## src/rtl/ate_pkg.sv

```systemverilog
// Shared types and constants for the adaptive threshold engine frame sequencer.
package ate_pkg;
  localparam int unsigned BLK_PIX  = 64;
  localparam int unsigned BLK_DIM  = 8;
  localparam int unsigned CORE_LAT = 64;
  localparam int unsigned PIX_W    = 8;

  typedef enum logic [1:0] {IDLE, ALIGN, FEED, DRAIN} state_t;
endpackage

```

## src/rtl/ate_frame_ctrl_if.sv

```systemverilog
// Bus bundle between the frame sequencer, image/result/threshold memories and the ate core.
interface ate_frame_ctrl_if
  import ate_pkg::*;
#(
  parameter int unsigned AW = 11,
  parameter int unsigned BW = 5
);
  logic             start;
  logic             busy;
  logic             done;
  logic [AW-1:0]    img_addr;
  logic             img_rd;
  logic [PIX_W-1:0] img_data;
  logic             ate_reset;
  logic [PIX_W-1:0] ate_pix;
  logic             ate_bin;
  logic [PIX_W-1:0] ate_thr;
  logic             res_we;
  logic [AW-1:0]    res_addr;
  logic             res_data;
  logic             thr_we;
  logic [BW-1:0]    thr_addr;
  logic [PIX_W-1:0] thr_data;

  modport master (
    input  start, img_data, ate_bin, ate_thr,
    output busy, done, img_addr, img_rd, ate_reset, ate_pix,
           res_we, res_addr, res_data, thr_we, thr_addr, thr_data
  );

  modport slave (
    output start, img_data, ate_bin, ate_thr,
    input  busy, done, img_addr, img_rd, ate_reset, ate_pix,
           res_we, res_addr, res_data, thr_we, thr_addr, thr_data
  );
endinterface

```

## src/rtl/ate_blk_addr_gen.sv

```systemverilog
// Walks an image in 8x8-block order (c, r, bx, by) and tracks the matching raster address
// and block index; one step per asserted step cycle, wrapping to pixel 0 after the last pixel.
module ate_blk_addr_gen
  import ate_pkg::*;
#(
  parameter int unsigned BLK_W = 6,
  parameter int unsigned BLK_H = 4,
  parameter int unsigned AW    = 11,
  parameter int unsigned BW    = 5
) (
  input  logic          clk,
  input  logic          reset,
  input  logic          clear,
  input  logic          step,
  output logic [AW-1:0] addr,
  output logic [BW-1:0] blk,
  output logic          at_last_c
);
  localparam int unsigned ROW_PIX = BLK_DIM * BLK_W;
  localparam logic [BW-1:0] BX_LAST = BW'(BLK_W - 1);
  localparam logic [BW-1:0] BY_LAST = BW'(BLK_H - 1);

  logic [2:0]    c;
  logic [2:0]    r;
  logic [BW-1:0] bx;
  logic [BW-1:0] by;

  assign at_last_c = (c == 3'd7) && (r == 3'd7) && (bx == BX_LAST) && (by == BY_LAST);

  // Address is stepped incrementally: +1 along a block row, jump to next row, next block or next band.
  always_ff @(posedge clk) begin
    if (reset || clear) begin
      c    <= '0;
      r    <= '0;
      bx   <= '0;
      by   <= '0;
      blk  <= '0;
      addr <= '0;
    end else if (step) begin
      c <= c + 3'd1;
      if (c != 3'd7) begin
        addr <= addr + AW'(1);
      end else begin
        r <= r + 3'd1;
        if (r != 3'd7) begin
          addr <= addr + AW'(ROW_PIX - 7);
        end else begin
          blk <= blk + BW'(1);
          if (bx != BX_LAST) begin
            bx   <= bx + BW'(1);
            addr <= addr - AW'(7 * ROW_PIX - 1);
          end else begin
            bx <= '0;
            if (by != BY_LAST) begin
              by   <= by + BW'(1);
              addr <= addr + AW'(1);
            end else begin
              by   <= '0;
              blk  <= '0;
              addr <= '0;
            end
          end
        end
      end
    end
  end
endmodule

```

## src/rtl/ate_frame_ctrl.sv

```systemverilog
// Frame sequencer: streams an image to the ate core in block order, then writes back
// the delayed bin bits and per-block thresholds, flushing the core after the last pixel.
module ate_frame_ctrl
  import ate_pkg::*;
#(
  parameter int unsigned BLK_W = 6,
  parameter int unsigned BLK_H = 4,
  parameter int unsigned AW    = 11,
  parameter int unsigned BW    = 5
) (
  input  logic            clk,
  input  logic            reset,
  ate_frame_ctrl_if.master bus
);
  localparam int unsigned NPIX = BLK_PIX * BLK_W * BLK_H;
  localparam int unsigned SW   = AW + 1;
  localparam logic [SW-1:0] S_FEED_LAST = SW'(NPIX - 1);
  localparam logic [SW-1:0] S_WR_PRE    = SW'(CORE_LAT);
  localparam logic [SW-1:0] S_WR_STOP   = SW'(NPIX + CORE_LAT);
  localparam logic [SW-1:0] S_DONE_PRE  = SW'(NPIX + CORE_LAT - 1);
  localparam logic [SW-1:0] S_THR_LAST  = SW'(NPIX);

  state_t        state;
  logic [SW-1:0] s;
  logic          busy;
  logic          done;
  logic          img_rd;
  logic          ate_reset;
  logic          res_we;
  logic          thr_we;
  logic          streaming_c;
  logic          rd_last_c;
  logic          wr_last_c;
  logic [AW-1:0] rd_addr;
  logic [AW-1:0] wr_addr;
  logic [BW-1:0] wr_blk;
  logic [BW-1:0] unused_rd_blk;

  assign streaming_c = (state == FEED) || (state == DRAIN);

  // Strobes are scheduled one cycle ahead from the stream counter s (s = 0 on the first FEED cycle).
  always_ff @(posedge clk) begin
    if (reset) begin
      state     <= IDLE;
      s         <= '0;
      busy      <= 1'b0;
      done      <= 1'b0;
      img_rd    <= 1'b0;
      ate_reset <= 1'b1;
      res_we    <= 1'b0;
      thr_we    <= 1'b0;
    end else begin
      res_we <= streaming_c && (s >= S_WR_PRE) && (s < S_WR_STOP);
      thr_we <= streaming_c && (s >= S_WR_PRE) && (s <= S_THR_LAST) && (s[5:0] == 6'd0);
      done   <= streaming_c && (s == S_DONE_PRE);
      case (state)
        IDLE: begin
          s <= '0;
          if (bus.start) begin
            state  <= ALIGN;
            busy   <= 1'b1;
            img_rd <= 1'b1;
          end
        end
        ALIGN: begin
          state     <= FEED;
          ate_reset <= 1'b0;
        end
        FEED: begin
          s      <= s + SW'(1);
          img_rd <= img_rd && !rd_last_c;
          if (s == S_FEED_LAST) state <= DRAIN;
        end
        DRAIN: begin
          s <= s + SW'(1);
          if (res_we && wr_last_c) begin
            state     <= IDLE;
            busy      <= 1'b0;
            ate_reset <= 1'b1;
          end
        end
        default: state <= IDLE;
      endcase
    end
  end

  ate_blk_addr_gen #(.BLK_W(BLK_W), .BLK_H(BLK_H), .AW(AW), .BW(BW)) u_rd_gen (
    .clk      (clk),
    .reset    (reset),
    .clear    (state == IDLE),
    .step     (img_rd),
    .addr     (rd_addr),
    .blk      (unused_rd_blk),
    .at_last_c(rd_last_c)
  );

  // Second walker trails the reads by the core latency and addresses the write-back.
  ate_blk_addr_gen #(.BLK_W(BLK_W), .BLK_H(BLK_H), .AW(AW), .BW(BW)) u_wr_gen (
    .clk      (clk),
    .reset    (reset),
    .clear    (state == IDLE),
    .step     (res_we),
    .addr     (wr_addr),
    .blk      (wr_blk),
    .at_last_c(wr_last_c)
  );

  assign bus.busy      = busy;
  assign bus.done      = done;
  assign bus.img_rd    = img_rd;
  assign bus.img_addr  = rd_addr;
  assign bus.ate_reset = ate_reset;
  assign bus.ate_pix   = (state == FEED) ? bus.img_data : '0;
  assign bus.res_we    = res_we;
  assign bus.res_addr  = wr_addr;
  assign bus.res_data  = bus.ate_bin;
  assign bus.thr_we    = thr_we;
  assign bus.thr_addr  = wr_blk;
  assign bus.thr_data  = bus.ate_thr;
endmodule

```

## src/flat_wrapper.sv

```systemverilog
// flat-port wrapper written by rule: the top's interface ports become plain ports
module ate_frame_ctrl_flat import ate_pkg::*;
#(
  parameter int unsigned BLK_W = 6,
  parameter int unsigned BLK_H = 4,
  parameter int unsigned AW    = 11,
  parameter int unsigned BW    = 5
)
  (clk, reset, bus_start, bus_img_data, bus_ate_bin, bus_ate_thr, bus_busy, bus_done, bus_img_addr, bus_img_rd, bus_ate_reset, bus_ate_pix, bus_res_we, bus_res_addr, bus_res_data, bus_thr_we, bus_thr_addr, bus_thr_data);
  ate_frame_ctrl_if #(.AW(AW), .BW(BW)) bus_i ();
  input  logic clk;
  input  logic reset;
  input wire logic [$bits(bus_i.start)-1:0] bus_start;
  input wire logic [$bits(bus_i.img_data)-1:0] bus_img_data;
  input wire logic [$bits(bus_i.ate_bin)-1:0] bus_ate_bin;
  input wire logic [$bits(bus_i.ate_thr)-1:0] bus_ate_thr;
  output wire logic [$bits(bus_i.busy)-1:0] bus_busy;
  output wire logic [$bits(bus_i.done)-1:0] bus_done;
  output wire logic [$bits(bus_i.img_addr)-1:0] bus_img_addr;
  output wire logic [$bits(bus_i.img_rd)-1:0] bus_img_rd;
  output wire logic [$bits(bus_i.ate_reset)-1:0] bus_ate_reset;
  output wire logic [$bits(bus_i.ate_pix)-1:0] bus_ate_pix;
  output wire logic [$bits(bus_i.res_we)-1:0] bus_res_we;
  output wire logic [$bits(bus_i.res_addr)-1:0] bus_res_addr;
  output wire logic [$bits(bus_i.res_data)-1:0] bus_res_data;
  output wire logic [$bits(bus_i.thr_we)-1:0] bus_thr_we;
  output wire logic [$bits(bus_i.thr_addr)-1:0] bus_thr_addr;
  output wire logic [$bits(bus_i.thr_data)-1:0] bus_thr_data;
  assign bus_i.start = bus_start;
  assign bus_i.img_data = bus_img_data;
  assign bus_i.ate_bin = bus_ate_bin;
  assign bus_i.ate_thr = bus_ate_thr;
  assign bus_busy = bus_i.busy;
  assign bus_done = bus_i.done;
  assign bus_img_addr = bus_i.img_addr;
  assign bus_img_rd = bus_i.img_rd;
  assign bus_ate_reset = bus_i.ate_reset;
  assign bus_ate_pix = bus_i.ate_pix;
  assign bus_res_we = bus_i.res_we;
  assign bus_res_addr = bus_i.res_addr;
  assign bus_res_data = bus_i.res_data;
  assign bus_thr_we = bus_i.thr_we;
  assign bus_thr_addr = bus_i.thr_addr;
  assign bus_thr_data = bus_i.thr_data;
  ate_frame_ctrl #(.BLK_W(BLK_W), .BLK_H(BLK_H), .AW(AW), .BW(BW)) u_core (.clk(clk), .reset(reset), .bus(bus_i));
endmodule
```

## config.mk

```make
export PLATFORM = sky130hd
export DESIGN_NAME = ate_frame_ctrl_flat
export DESIGN_NICKNAME = d
export VERILOG_FILES = /design/src/rtl/ate_pkg.sv /design/src/rtl/ate_frame_ctrl_if.sv /design/src/rtl/ate_blk_addr_gen.sv /design/src/rtl/ate_frame_ctrl.sv /design/src/flat_wrapper.sv
export SDC_FILE = /design/constraint.sdc
export NUM_CORES = 1
export LEC_CHECK = 0
export CAP_MARGIN = 20
export CELL_PAD_IN_SITES_DETAIL_PLACEMENT = 1
export CELL_PAD_IN_SITES_GLOBAL_PLACEMENT = 2
export CORE_MARGIN = 10
export CORE_UTILIZATION = 29
export CTS_CLUSTER_DIAMETER = 100
export CTS_CLUSTER_SIZE = 10
export DETAILED_ROUTE_END_ITERATION = 12
export GPL_ROUTABILITY_DRIVEN = 1
export PLACE_DENSITY = 0.72
export SETUP_SLACK_MARGIN = 0.5
export SYNTH_ARGS = -nofsm -noshare
export SYNTH_HDL_FRONTEND = slang
export SYNTH_SLANG_ARGS = --single-unit
```

## constraint.sdc

```tcl
create_clock -name clk -period 1.97 [get_ports clk]
set_input_delay 0.4925 -clock clk [delete_from_list [all_inputs] [get_ports clk]]
set_output_delay 0.4925 -clock clk [all_outputs]
set_load 0.1 [all_outputs]
```

==> results.md, run 1 <==
- Critical path startpoint: u_core.u_wr_gen.addr[1]
- Post-Synth Simple-Gate Area: 0.2661
- Clock Skew: approximately 0.011 ns
- Top cells by area, synth: dfxtp_1 32%, ha_1 6.0%, nor2_1 5.6%, nand2_1 5.2%, a21oi_1 4.9%
- Deepest clock path buffer count: 2
- XOR/XNOR share of the synthesized area: 0.07179
- Clk_lat worst skew: 0.36 ns
- Post-Route WL: 23930 microns
- Antenna violations before repair: 0
- Adder-Cell Fraction of Synth Area: 0.06003
- Fill cells: ~1800
- Nets@finish: 890
- Status: finished, final reports clean
- Synth Net Count: 682
- Largest net degree at the start of global routing: 22
- Core footprint: 16760 sq um
- GP Congestion: 0.8099
- Antenna-violating nets left: 0
- Multi-input logic area: between 4000 and 5000 sq um
- Mux contribution to synthesized area: 0.01626
- Switching Fraction: 0.3784
- Sequential Area: 1727 sq um
- Area leader, netlist: dfxtp_1
- Top_reg_cell synth: dfxtp_1
- Std-Cell Rows: 47
- CP cell instances: ha_4 > a311oi_4 > o21bai_2 > a21oi_2 > xor2_1 > a221oi_2 > nor3_1
- Die ar.: 22900 sq um
- Grt ovf: 0
- # setup viols final: 0
- Largest family of logic cells by synthesized area: simple AND/OR/NAND/NOR gates
- Synth unique cells: 73
- Clk sink count: between 70 and 80
- First-pass GRT wire length: 33220 microns
- Cells after synthesis: 638
- Post-Syn Area: 5002 sq um
- Iter 0 DRT Violations: 275
- Slew Limit Headroom: 0.7272
- Fmax: 520.3 MHz
- Number of global-route vias before repair: 6042
- DR pass1 iterations: 5
- Sequential element share of the synthesized area: 0.3162
- WP data required: 2.22 ns
- Worst R2R Setup Slack: 0.05 ns
- Via count: about 5900
- Reg power frac: 0.289
- Hold Violations, Final: 0
- Hold Crit Class: reg2reg
- Worst VDD drop: 0.6474 mV
- Startpoint class of the critical path: flip-flop
- Crit Path Category: reg2reg
- Final period utilization: 0.9755
- Fin area: a little under 10000 sq um
- CP max-delay cell: a311oi_4
- DR WL/cell: 22.35 microns
- Pins Over Slew Limit: 0
- Largest stage delay on the critical path: roughly 0.4 ns
- FFs w/ async S/R, synth: 0
- DR vias/cell: between 5 and 6
- #FFs+latches synth: 79
- DP Area: around 6600 sq um
- R2r startpoint: u_core.u_wr_gen.addr[1]
- Yosys top cell area share: 0.3162
- Critical Path Sink: u_core.u_wr_gen.addr[10]
- Min Clock Period, post-route: 1.922 ns
- Sw power: 2.248 mW
- CP max FO: 2
- All-layer global routing usage: 0.1816
- CP arrival: 2.17 ns
- Initial Utilization: 0.2985
- Capturing point of the worst reg2reg path: u_core.u_wr_gen.addr[10]
- Total of max-cap violations: 0
- TritonCTS clock tree: yes
- Least-Margin Pin Slew: ~0.41 ns
- Area growth from synthesis to layout: 92.60%
- Leakage: 3.596 nW
- Hold_buf cts: 0
- Layout cells sized above 1: 0.6005
- Die Y: around 150 microns
- Post-synth EDFFs: 0
- Worst Reg-to-Reg Cells: 7
- ANT cells: 0
- Ys Warns: 0
- CP Capture Type: flip-flop
- Int Power: 3.693 mW
- CTS clk-pin slew, worst paths: approximately 0.07 ns
- # DRC: 0
- Final cell count without fillers: roughly 1100
- Combinational power share: 0.434
- Synth Area in Compound Gates: 0.2059
- Syn_area_per_cell: between 7 and 8 sq um
- Number of buffers added on ports: 51
- Hpwl dp: roughly 12000 microns
- Clock power share: 0.277
- Top Ports: 70
- CTS Root Cell: clkbuf_16
- Placed cell count: 887
- H-tree depth reported by CTS: 3
- Pwr/cell area: roughly 620 nW/um^2
- Die width: between 150 and 200 microns
- Num CTS Buffers: 9
- Min Hold Slack: 0.5034 ns
- Unrepaired setup endpoints after global routing: true
==> cell usage in the layout (no fill, tap or decap), types with 19 or more instances in the layout <==
cell type / n
buf_12: 50
nor2_1: 56
buf_4: 129
nand2_1: 41
dfxtp_4: 33
xor2_1: 24
dfxtp_1: 29
a21oi_2: 19
nand3_1: 19
buf_6: 50
a21oi_1: 27
==> critical path: cells and delay by family, from the launching register on <==
family / cells / cell delay, ns
xor+xnor: 1 / 0.24
flops: 1 / 0.36
simple gates: 1 / 0.23
compound gates: 4 / 0.81
fa+ha+maj: 1 / 0.17
==> metrics by stage <==
| stage | power, mW | setup slack (ns) | util | TNS, ns |
|---|---|---|---|---|
| global route | 6.184 | -0.006300 | 0.5748 | -0.006300 |
| detailed placement | 3.389 | 0.007112 | 0.3946 | 0 |
| CTS | 5.456 | 0.1274 | 0.5152 | 0 |
| floorplan | 2.924 | 0.1063 | - | 0 |
| global placement | 3.354 | -0.02426 | 0.3946 | -0.02426 |
| finish | 5.941 | 0.04819 | 0.5748 | 0 |
==> power by group through the flow <==
stage / Clock (mW) / Sequential (mW) / Combinational, mW
after floorplan: 0 / 1.91 / 1.01
after global placement: 0 / 1.81 / 1.54
after detailed placement: 0 / 1.82 / 1.57
after CTS: 1.65 / 1.72 / 2.08
after global routing: 1.75 / 1.73 / 2.71
final: 1.65 / 1.72 / 2.58
==> flip-flops by register name, indices dropped and copies added, names as in the netlist, 3 cells and up <==
register,count
u_core.u_rd_gen.r,3
u_core.u_rd_gen.by,5
u_core.s,12
u_core.u_wr_gen.blk,5
u_core.u_rd_gen.c,3
u_core.u_rd_gen.addr,11
u_core.u_wr_gen.by,5
u_core.u_wr_gen.bx,5
u_core.u_wr_gen.addr,11
u_core.u_wr_gen.r,3
u_core.u_rd_gen.bx,5
u_core.u_wr_gen.c,3
==> cell usage after synthesis, types with 13 or more instances <==
cell type,n
dfxtp_1,79
nor2_1,74
nand2_1,69
a21oi_1,49
nand3_1,30
xor2_1,27
ha_1,24
clkbuf_1,22
o21ai_0,21
nor3_1,17
inv_1,14
nand4_1,14
xnor2_1,14
buf_2,13
==> cell type report <==
type,instances,area share
Clock buffer,13,0.02597
Clock inverter,3,0.001818
Inverter,14,0.006494
Multi-Input combinational cell,492,0.4686
Sequential cell,79,0.1792
Tap cell,220,0.02857
Timing Repair Buffer,250,0.2894
==> repair_timing <==
item                                   in CTS  in global routing
endpoints found under the hold margin       0                  0
pin swaps                                  98                 93
gates resized for setup                   185                136
setup buffers                             120                 45
cloned                                      1                  2
setup endpoints to repair                  95                101
==> routing by layer <==
layer	vias up	global-route usage	part of all wire
li1	2689	-	-
met1	2963	0.2266	0.42
met2	156	0.3062	0.51
met3	46	0.03908	0.047
met4	0	0.05294	0.026
met5	-	0	0
==> how the worst min path moves through the flow <==
stage	depth (start not counted)	to	startpoint
floorplan	2	u_core.u_rd_gen.r[1]	u_core.u_rd_gen.r[1]
global placement	2	u_core.u_rd_gen.r[2]	u_core.u_rd_gen.r[2]
detailed placement	2	u_core.u_rd_gen.r[1]	u_core.u_rd_gen.r[1]
CTS	2	u_core.u_wr_gen.r[1]	u_core.u_wr_gen.r[1]
global route	2	u_core.u_wr_gen.by[1]	u_core.u_wr_gen.by[1]
finish	2	u_core.u_wr_gen.by[1]	u_core.u_wr_gen.by[1]
==> kinds of logic after synthesis <==
group	Yosys count
compound gates	153
simple gates	265
fa+ha+maj	24
xor+xnor	41
flops	79
buf+inv	68
mux	8
No activity file was read; power rests on OpenSTA's default activity.
==> inputs of run 2 (changes only) <==
CORE_UTILIZATION = 30   (was 29)
MAX_ROUTING_LAYER = met4   (was default)
clock period = 1.9 ns   (was 1.97 ns; I/O delays follow)
==> run 2 against run 1 <==
Effect of this change:
- sequential power up 3%
- largest cell class unchanged
- global-route usage fell by 0.12 points
- core utilization increased by 0.43 points
- wire length fell by 3.9%
- combinational power is 3% higher
- count of clock-buffer cells in the layout is 2 lower
- total power up 7.5%
- setup slack better by 0.0081 ns
- largest power group unchanged
- die area down 2.9%
- via count barely moved
- critical path depth is 3 lower
==> results.md, run 2 (synthesized netlist as in run 1, its figures left out) <==
- Pwr/cell area: 669.8 nW/um^2
- Die ar.: around 22000 sq um
- Metal2 WL: 11830 microns
- TritonCTS clock tree: yes
- Area growth from synthesis to layout: 90.65%
- Final core occ: 0.5792
- DP Area: roughly 6800 sq um
- Hold_buf cts: 0
- DR pass1 iterations: 5
- Most common cell after layout, fill and taps aside: buf_4
- Deepest clock path buffer count: 2
- Crit Path Category: reg2out
- Largest net degree at the start of global routing: 17
- DR top layer: met4
- Die width: about 150 microns
- Antenna-violating nets left: 0
- Fmax: 542.4 MHz
- Total of max-cap violations: 0
- Hold Path Stages: 2
- Final period utilization: 0.9704
- Min Clock Period, post-route: 1.844 ns
- Final cell count without fillers: 1065
- Unrepaired setup endpoints after global routing: true
- CP max FO: 4
- Initial Utilization: 0.3038
- Clk_lat worst skew: 0.37 ns
- Most frequent cells in the layout: 124 x buf_4, 50 x buf_6, 49 x buf_12
- # setup viols final: 0
- Clock Skew: 0.01052 ns
- Post-Place Setup Slack: -0.02571 ns
- H-tree depth reported by CTS: 3
- Nets@finish: 884
- Metal3 WL: about 930 microns
- Hold Crit Class: reg2reg
- Via count: 5857
- DR vias/cell: between 5 and 6
- # DRC: 0
- GP Congestion: 0.8308
- Clk sink count: 79
- CP Capture Type: output port
- Slew Limit Headroom: 0.6528
- Largest regs: u_core.s: 12 flops, u_core.u_rd_gen.addr: 11 flops, u_core.u_wr_gen.addr: 11 flops
- Worst Reg-to-Reg Cells: 7
- Critical path startpoint: u_core.state[1]
- Pins Over Slew Limit: 0
- Final WS setup: 0.05626 ns
- Hold Crit Start: u_core.u_rd_gen.r[1]
- Startpoint class of the critical path: flip-flop
- First-pass GRT wire length: 31730 microns
- Hold Violations, Final: 0
- Die Y: 149.1 microns
- Antenna violations before repair: 0
- Leakage: 3.514 nW
- Grt ovf: 0
- All-layer global routing usage: 0.1804
- Core footprint: 16470 sq um
- Fin area: approximately 9500 sq um
- Num CTS Buffers: 9
- CTS clk-pin slew, worst paths: 0.07 ns
- Post-Route WL: 23000 microns
- CTS Root Cell: clkbuf_16
- Metal1 wirelength: 9694 microns
- R2r startpoint: u_core.u_wr_gen.addr[1]
- CP cell instances: ha_4 > buf_6 > and2_4 > buf_12
- ANT cells: 0
- Std-Cell Rows: 47
- Largest stage delay on the critical path: 0.40 ns
- CP arrival: 1.37 ns
- Number of buffers added on ports: 51
- Number of global-route vias before repair: 5962
- DR WL/cell: 21.59 microns
- Least-Margin Pin Slew: 0.5169 ns
- Worst VDD drop: 0.6370 mV
- CP max-delay cell: dfxtp_4
- Status: finished, final reports clean
- Top Ports: 70
- Most flops, register: u_core.s
- Placed cell count: 898
- WP data required: about 1.4 ns
- Max FFs per register: 12
- Iter 0 DRT Violations: 424
- Layout cells sized above 1: 0.6024
- Hpwl dp: 12140 microns
==> run 2: worst paths after layout <==
check / endpoint / slack, ns
worst max-delay path: bus_ate_pix[4] / 0.06
worst min register to register: u_core.u_rd_gen.r[1] / 0.51
worst min-delay path: u_core.u_rd_gen.r[1] / 0.51
worst max register to register: u_core.u_wr_gen.addr[8] / 0.07
==> run 2: stage by stage <==
stage                     setup TNS (ns)  hold slack [ns]  power (mW)
after detailed placement        -0.04446           0.4636       3.574
final                                  0           0.5092       6.388
after floorplan                        0           0.4392       3.072
after global routing           -0.008165           0.5134       6.629
after CTS                              0           0.4909       5.942
after global placement                 0           0.4502       3.550
==> run 2: final cells by class <==
class,instances,area (sq um)
Fill cell,1756,6929
Inverter,14,57.56
Sequential cell,79,1737
Multi-Input combinational cell,492,4419
Tap cell,220,275.3
Clock inverter,5,62.56
Clock buffer,11,254.0
Timing Repair Buffer,244,2731
==> run 2: repair_timing <==
| action | 4_1_cts | 5_1_grt |
|---|---|---|
| buffers inserted | 102 | 47 |
| pin swaps | 85 | 82 |
| gates resized for setup | 153 | 138 |
| setup endpoints to repair | 97 | 111 |
| gates cloned | 1 | 1 |
==> run 2: layer usage <==
layer	GRT usage	up-vias
li1	-	2693
met1	0.2149	2944
met2	0.2989	160
met3	0.03368	60
met4	0.06232	0
met5	-	-
==> run 2: critical path: cells and delay by family (launching register included) <==
| family | cells | cell delay (ns) |
|---|---|---|
| fa+ha+maj | 1 | 0.17 |
| flops | 1 | 0.40 |
| simple gates | 1 | 0.14 |
| buf+inv | 2 | 0.28 |
==> run 2: power by group <==
group          internal, mW  switching [mW]
sequential             1.69          0.0847
clock                  1.11           0.839
combinational          1.18            1.48
total                  3.99            2.40
==> inputs of run 3 (changes only) <==
CORE_MARGIN = 1.5   (was 10)
==> run 3 against run 2 <==
Effect of this change:
- clock power decreased by 3%
- clock skew is 0.0011 ns lower
- combinational power is 2% higher
- global-route usage increased by 6.0 points
- total power is essentially flat
- sequential share of layout area about the same
- die area fell by 21%
- highest routed layer unchanged
- sequential power barely moved
- non-clock buffer count grew 2
- wire length fell by 4.4%
==> results.md, run 3 (synthesized netlist as in run 1, its figures left out) <==
- Total power: 6.388 mW
- Max FFs per register: 12
- Placed cell count: 900
- Antenna violations before repair: 0
- Grt ovf: 0
- Startpoint class of the critical path: flip-flop
- Sequential Area: between 1500 and 2000 sq um
- Core footprint: 16410 sq um
- # setup viols final: 0
- TritonCTS clock tree: yes
- CTS clk-pin slew, worst paths: about 0.070 ns
- Iter 0 DRT Violations: about 350
- Via count: 5828
- CP Capture Type: output port
- H-tree depth reported by CTS: 3
- Top Ports: 70
- DR WL/cell: 20.60 microns
- Pins Over Slew Limit: 0
- Hold Violations, Final: 0
- Crit Path Category: reg2out
- Die Y: around 130 microns
- Leakage: about 3.5 nW
- Cell mode on critical path: buf_12
- CP cell instances: inv_4 > ha_4 > buf_12 > and2_4 > buf_12
- Multi-input logic area: 4370 sq um
- Number of global-route vias before repair: 6113
- Min Clock Period, post-route: 1.845 ns
- Final cell count without fillers: 1067
- Post-Route WL: 21980 microns
- DR pass1 iterations: 5
- Deepest clock path buffer count: 2
- Layout cells sized above 1: 0.6068
- Antenna-violating nets left: 0
- Initial Utilization: 0.3049
- Status: finished, final reports clean
- Final period utilization: 0.9712
- Most common cell after layout, fill and taps aside: buf_4
- All-layer global routing usage: 0.2403
- Clk_lat worst skew: 0.37 ns
- Least-Margin Pin Slew: ~0.37 ns
- Nets@finish: 886
- Die ar.: roughly 17000 sq um
- Hold Crit Class: reg2reg
- Unrepaired setup endpoints after global routing: true
- ANT cells: 0
- First-pass GRT wire length: 32520 microns
- Std-Cell Rows: between 40 and 50
- Crit path buf inv count: 3
- GP Congestion: between 0.8 and 0.9
- Largest stage delay on the critical path: 0.37 ns
- Fill cells: between 1500 and 2000
- WP data required: 1.42 ns
- Clk sink count: 79
- Total of max-cap violations: 0
- Worst VDD drop: 0.8174 mV
- Pwr/cell area: approximately 670 nW/um^2
- Die width: 132.1 microns
- Slew Limit Headroom: 0.7496
- Num CTS Buffers: 9
- Hpwl dp: 11970 microns
- Most flops, register: u_core.s
- Largest delay share family, worst path: flip-flops
- Clock Skew: 0.009426 ns
- Worst R2R Setup Slack: 0.10 ns
- DR vias/cell: 5.462
- TNS Setup: 0 ns
- CTS Root Cell: clkbuf_16
- Area growth from synthesis to layout: 90.42%
- CP max FO: 5
- Fmax: 541.9 MHz
- Largest net degree at the start of global routing: 17
- Most frequent cells in the layout: 123 x buf_4, 56 x buf_6, 48 x nor2_1, 48 x buf_12, 43 x nand2_1
- # DRC: 0
- Largest regs: u_core.s: 12 flops, u_core.u_rd_gen.addr: 11 flops, u_core.u_wr_gen.addr: 11 flops
- CP arrival: approximately 1.4 ns
- Number of buffers added on ports: 51
- CP max-delay cell: dfxtp_4
[run 3: changes by cell type in the layout (fill, tap and decap cells not counted), moves of 4 or more]
cell,change
a211oi_1,-4
buf_6,+6
nand2_2,+4
a21oi_2,+4
a211oi_2,+4
nand3_2,+4
[run 3: cell type report]
class,instances,area share
multi-input cells,492,0.4588
repair buffers,246,0.2917
flip-flops and latches,79,0.1825
well taps,220,0.02890
clock buffers,10,0.02627
inverters,14,0.006042
clock inverters,6,0.005780
[run 3: per-stage QoR]
stage               hold slack, ns  worst slack [ns]  area (sq um)    util
finish                      0.4979           0.05471          9525  0.5806
global route                0.5046           0.01302          9525  0.5806
CTS                         0.4761           0.07109          8897  0.5423
detailed placement          0.4666         -0.008897          6838  0.4168
global placement            0.4474           0.06473          6838  0.4168
floorplan                   0.4392           0.03631          5699       -
[run 3: layer usage]
layer,track usage,vias to the layer above,share of wire
li1,-,2690,-
met1,0.2892,2924,0.42
met2,0.4092,163,0.51
met3,0.03537,51,0.039
met4,0.08333,0,0.024
met5,-,-,0
[run 3: what timing repair did]
item / CTS / global route
pin swaps: 106 / 70
buffers inserted: 119 / 29
hold buffers: 0 / 0
gates resized for setup: 182 / 99
endpoints found under the setup margin: 104 / 110
gates cloned: 3 / 0
[run 3: power breakdown]
group          switching, mW  internal [mW]  total (mW)
Sequential            0.0849           1.70        1.78
Combinational           1.49           1.23        2.72
Clock                  0.895          0.996        1.89
[run 3: tightest hold or removal path, stage by stage, from the launching register on]
cell	delay [ns]
dfxtp_2	0.33
nand2_1	0.08
a21oi_2	0.06
[run 3: final timing paths]
check | endpoint | depth (start not counted) | from
max reg2reg | u_core.u_rd_gen.addr[7] | 7 | u_core.u_rd_gen.addr[0]
min | u_core.u_rd_gen.r[1] | 2 | u_core.u_rd_gen.r[1]
min reg2reg | u_core.u_rd_gen.r[1] | 2 | u_core.u_rd_gen.r[1]
max | bus_ate_pix[5] | 5 | u_core.state[0]
==> RTL change: new RTL, settings of run 2 <==
`PIX_W`: 8 -> 10.
--- a/src/rtl/ate_pkg.sv
+++ b/src/rtl/ate_pkg.sv
@@ -4,5 +4,5 @@
   localparam int unsigned BLK_DIM  = 8;
   localparam int unsigned CORE_LAT = 64;
-  localparam int unsigned PIX_W    = 8;
+  localparam int unsigned PIX_W    = 10;
 
   typedef enum logic [1:0] {IDLE, ALIGN, FEED, DRAIN} state_t;
Ports: changed (resized bus_ate_pix, bus_ate_thr, bus_img_data and bus_thr_data); port bits go from 70 to 78. The function was not compared with the original's and may differ.
==> RTL change against run 2 <==
The run now ends with setup timing left; largest power group unchanged; non-clock buffer count up 32; power down 4.4%; design area up 1.9%; synthesized area up 2.3%; via count up 2.9%; clock power down 11%; sequential cell count unchanged; wire length down 0.95%; setup slack worse by 0.095 ns; count of clock-buffer cells in the layout down 1.
==> RTL change: results <==
[run_status]
status = "finished, violations left"
failed_checks = "setup timing"

[route]
drt_iter0_drc = 274
wire_per_inst_um = 20.6
viasPerCell = 5.44
vias = 6025
wl_met2_um = 12400
wl_met1_um = 8940
dr.pass1.iters = 4
wl_met3_um = 956

[grt]
grt_util_met1_pct = 20.4
grt_max_degree = 25
grt_pass1_vias = 6227
met3_usage_pct = 3.42
grt.total_usage_pct = 18.6
grt_use_met2_pct = 33.4

[sta]
fin_setup_tns_ns = -0.0582
setup_viol = 2
fin_skew_ns = 0.00833
worstMarginPinSlew_ns = 0.376
fin_ws_ns = -0.0392

[yosys]
ys_seq_area_share_pct = 30.9
synth_cell_type_count = 75
synthAdderAreaFrac_pct = 5.87
synthTopCellsByCount = "dfxtp_1 (79), nor2_1 (71), nand2_1 (55)"
synth_warnings = 0
synth_xor_area_share_pct = 6.68
synth.net_count = 701
synth.avg_cell_area_um2 = 7.83

[finish]
nets = 931
clkbuf_count = 10
multi_input_area_share_pct = 44.2
seq_cells = 79
signal_buffers = 276
fillers = 1791
multi_input_gates = 501
layout-drive-gt1-share_pct = 58.1
nonClkBufAreaFrac_pct = 31.4
nNonClkInverters = 16

[pwr]
p_comb_mw = 2.59
p_switching_mw = 2.36
ir_drop_mv = 0.516
p_leak_nw = 3.68
powerClk_mw = 1.73
p_sw_share_pct = 38.7

[placement]
dp_hpwl_um = 13100
pre_cts_ws_ns = -0.0980
placed_cells = 922
dpl_cell_area_um2 = 7160
port-buffer-count = 55

[setup_path]
r2r-end = "u_core.u_wr_gen.addr[6]$_SDFFE_PP0P_"
critPathMaxStageDelay_ns = 0.53
cp_top_family = "simple AND/OR/NAND/NOR gates"
cp.arrival_ns = 2.19
worst-setup-path-type = "reg2reg"
r2r_start = "u_core.u_wr_gen.by[1]$_SDFFE_PP0P_"
cp_max_fo = 3

[floorplan]
core-area_um2 = 16600

[min_path]
hold_start = "u_core.u_wr_gen.r[1]$_SDFFE_PP0P_"

[clocking]
numCtsBuffers = 9
## RTL change: cell types whose count changed after synthesis, moves of 4 or more
cell,before,now
buf_2,13,6
nand2b_1,8,4
a21oi_1,49,43
clkbuf_1,22,35
nor2b_1,5,10
o21ai_0,21,25
nand2_1,69,55
nor3_1,17,21
a31oi_1,6,12
## RTL change: worst min path at each step
stage	slack, ns	cells past startpoint	end
floorplan	0.44	2	u_core.u_rd_gen.r[1]$_SDFFE_PP0P_
global placement	0.45	2	u_core.u_rd_gen.r[1]$_SDFFE_PP0P_
detailed placement	0.47	2	u_core.u_wr_gen.r[1]$_SDFFE_PP0P_
CTS	0.48	2	u_core.u_wr_gen.r[1]$_SDFFE_PP0P_
global route	0.49	2	u_core.u_wr_gen.r[1]$_SDFFE_PP0P_
finish	0.47	2	u_core.u_wr_gen.r[1]$_SDFFE_PP0P_
## RTL change: timing repair
action,CTS,global route
resized for setup,129,94
pin swaps,48,75
endpoints found under the setup margin,112,115
setup buffers,122,45
gates cloned,3,0
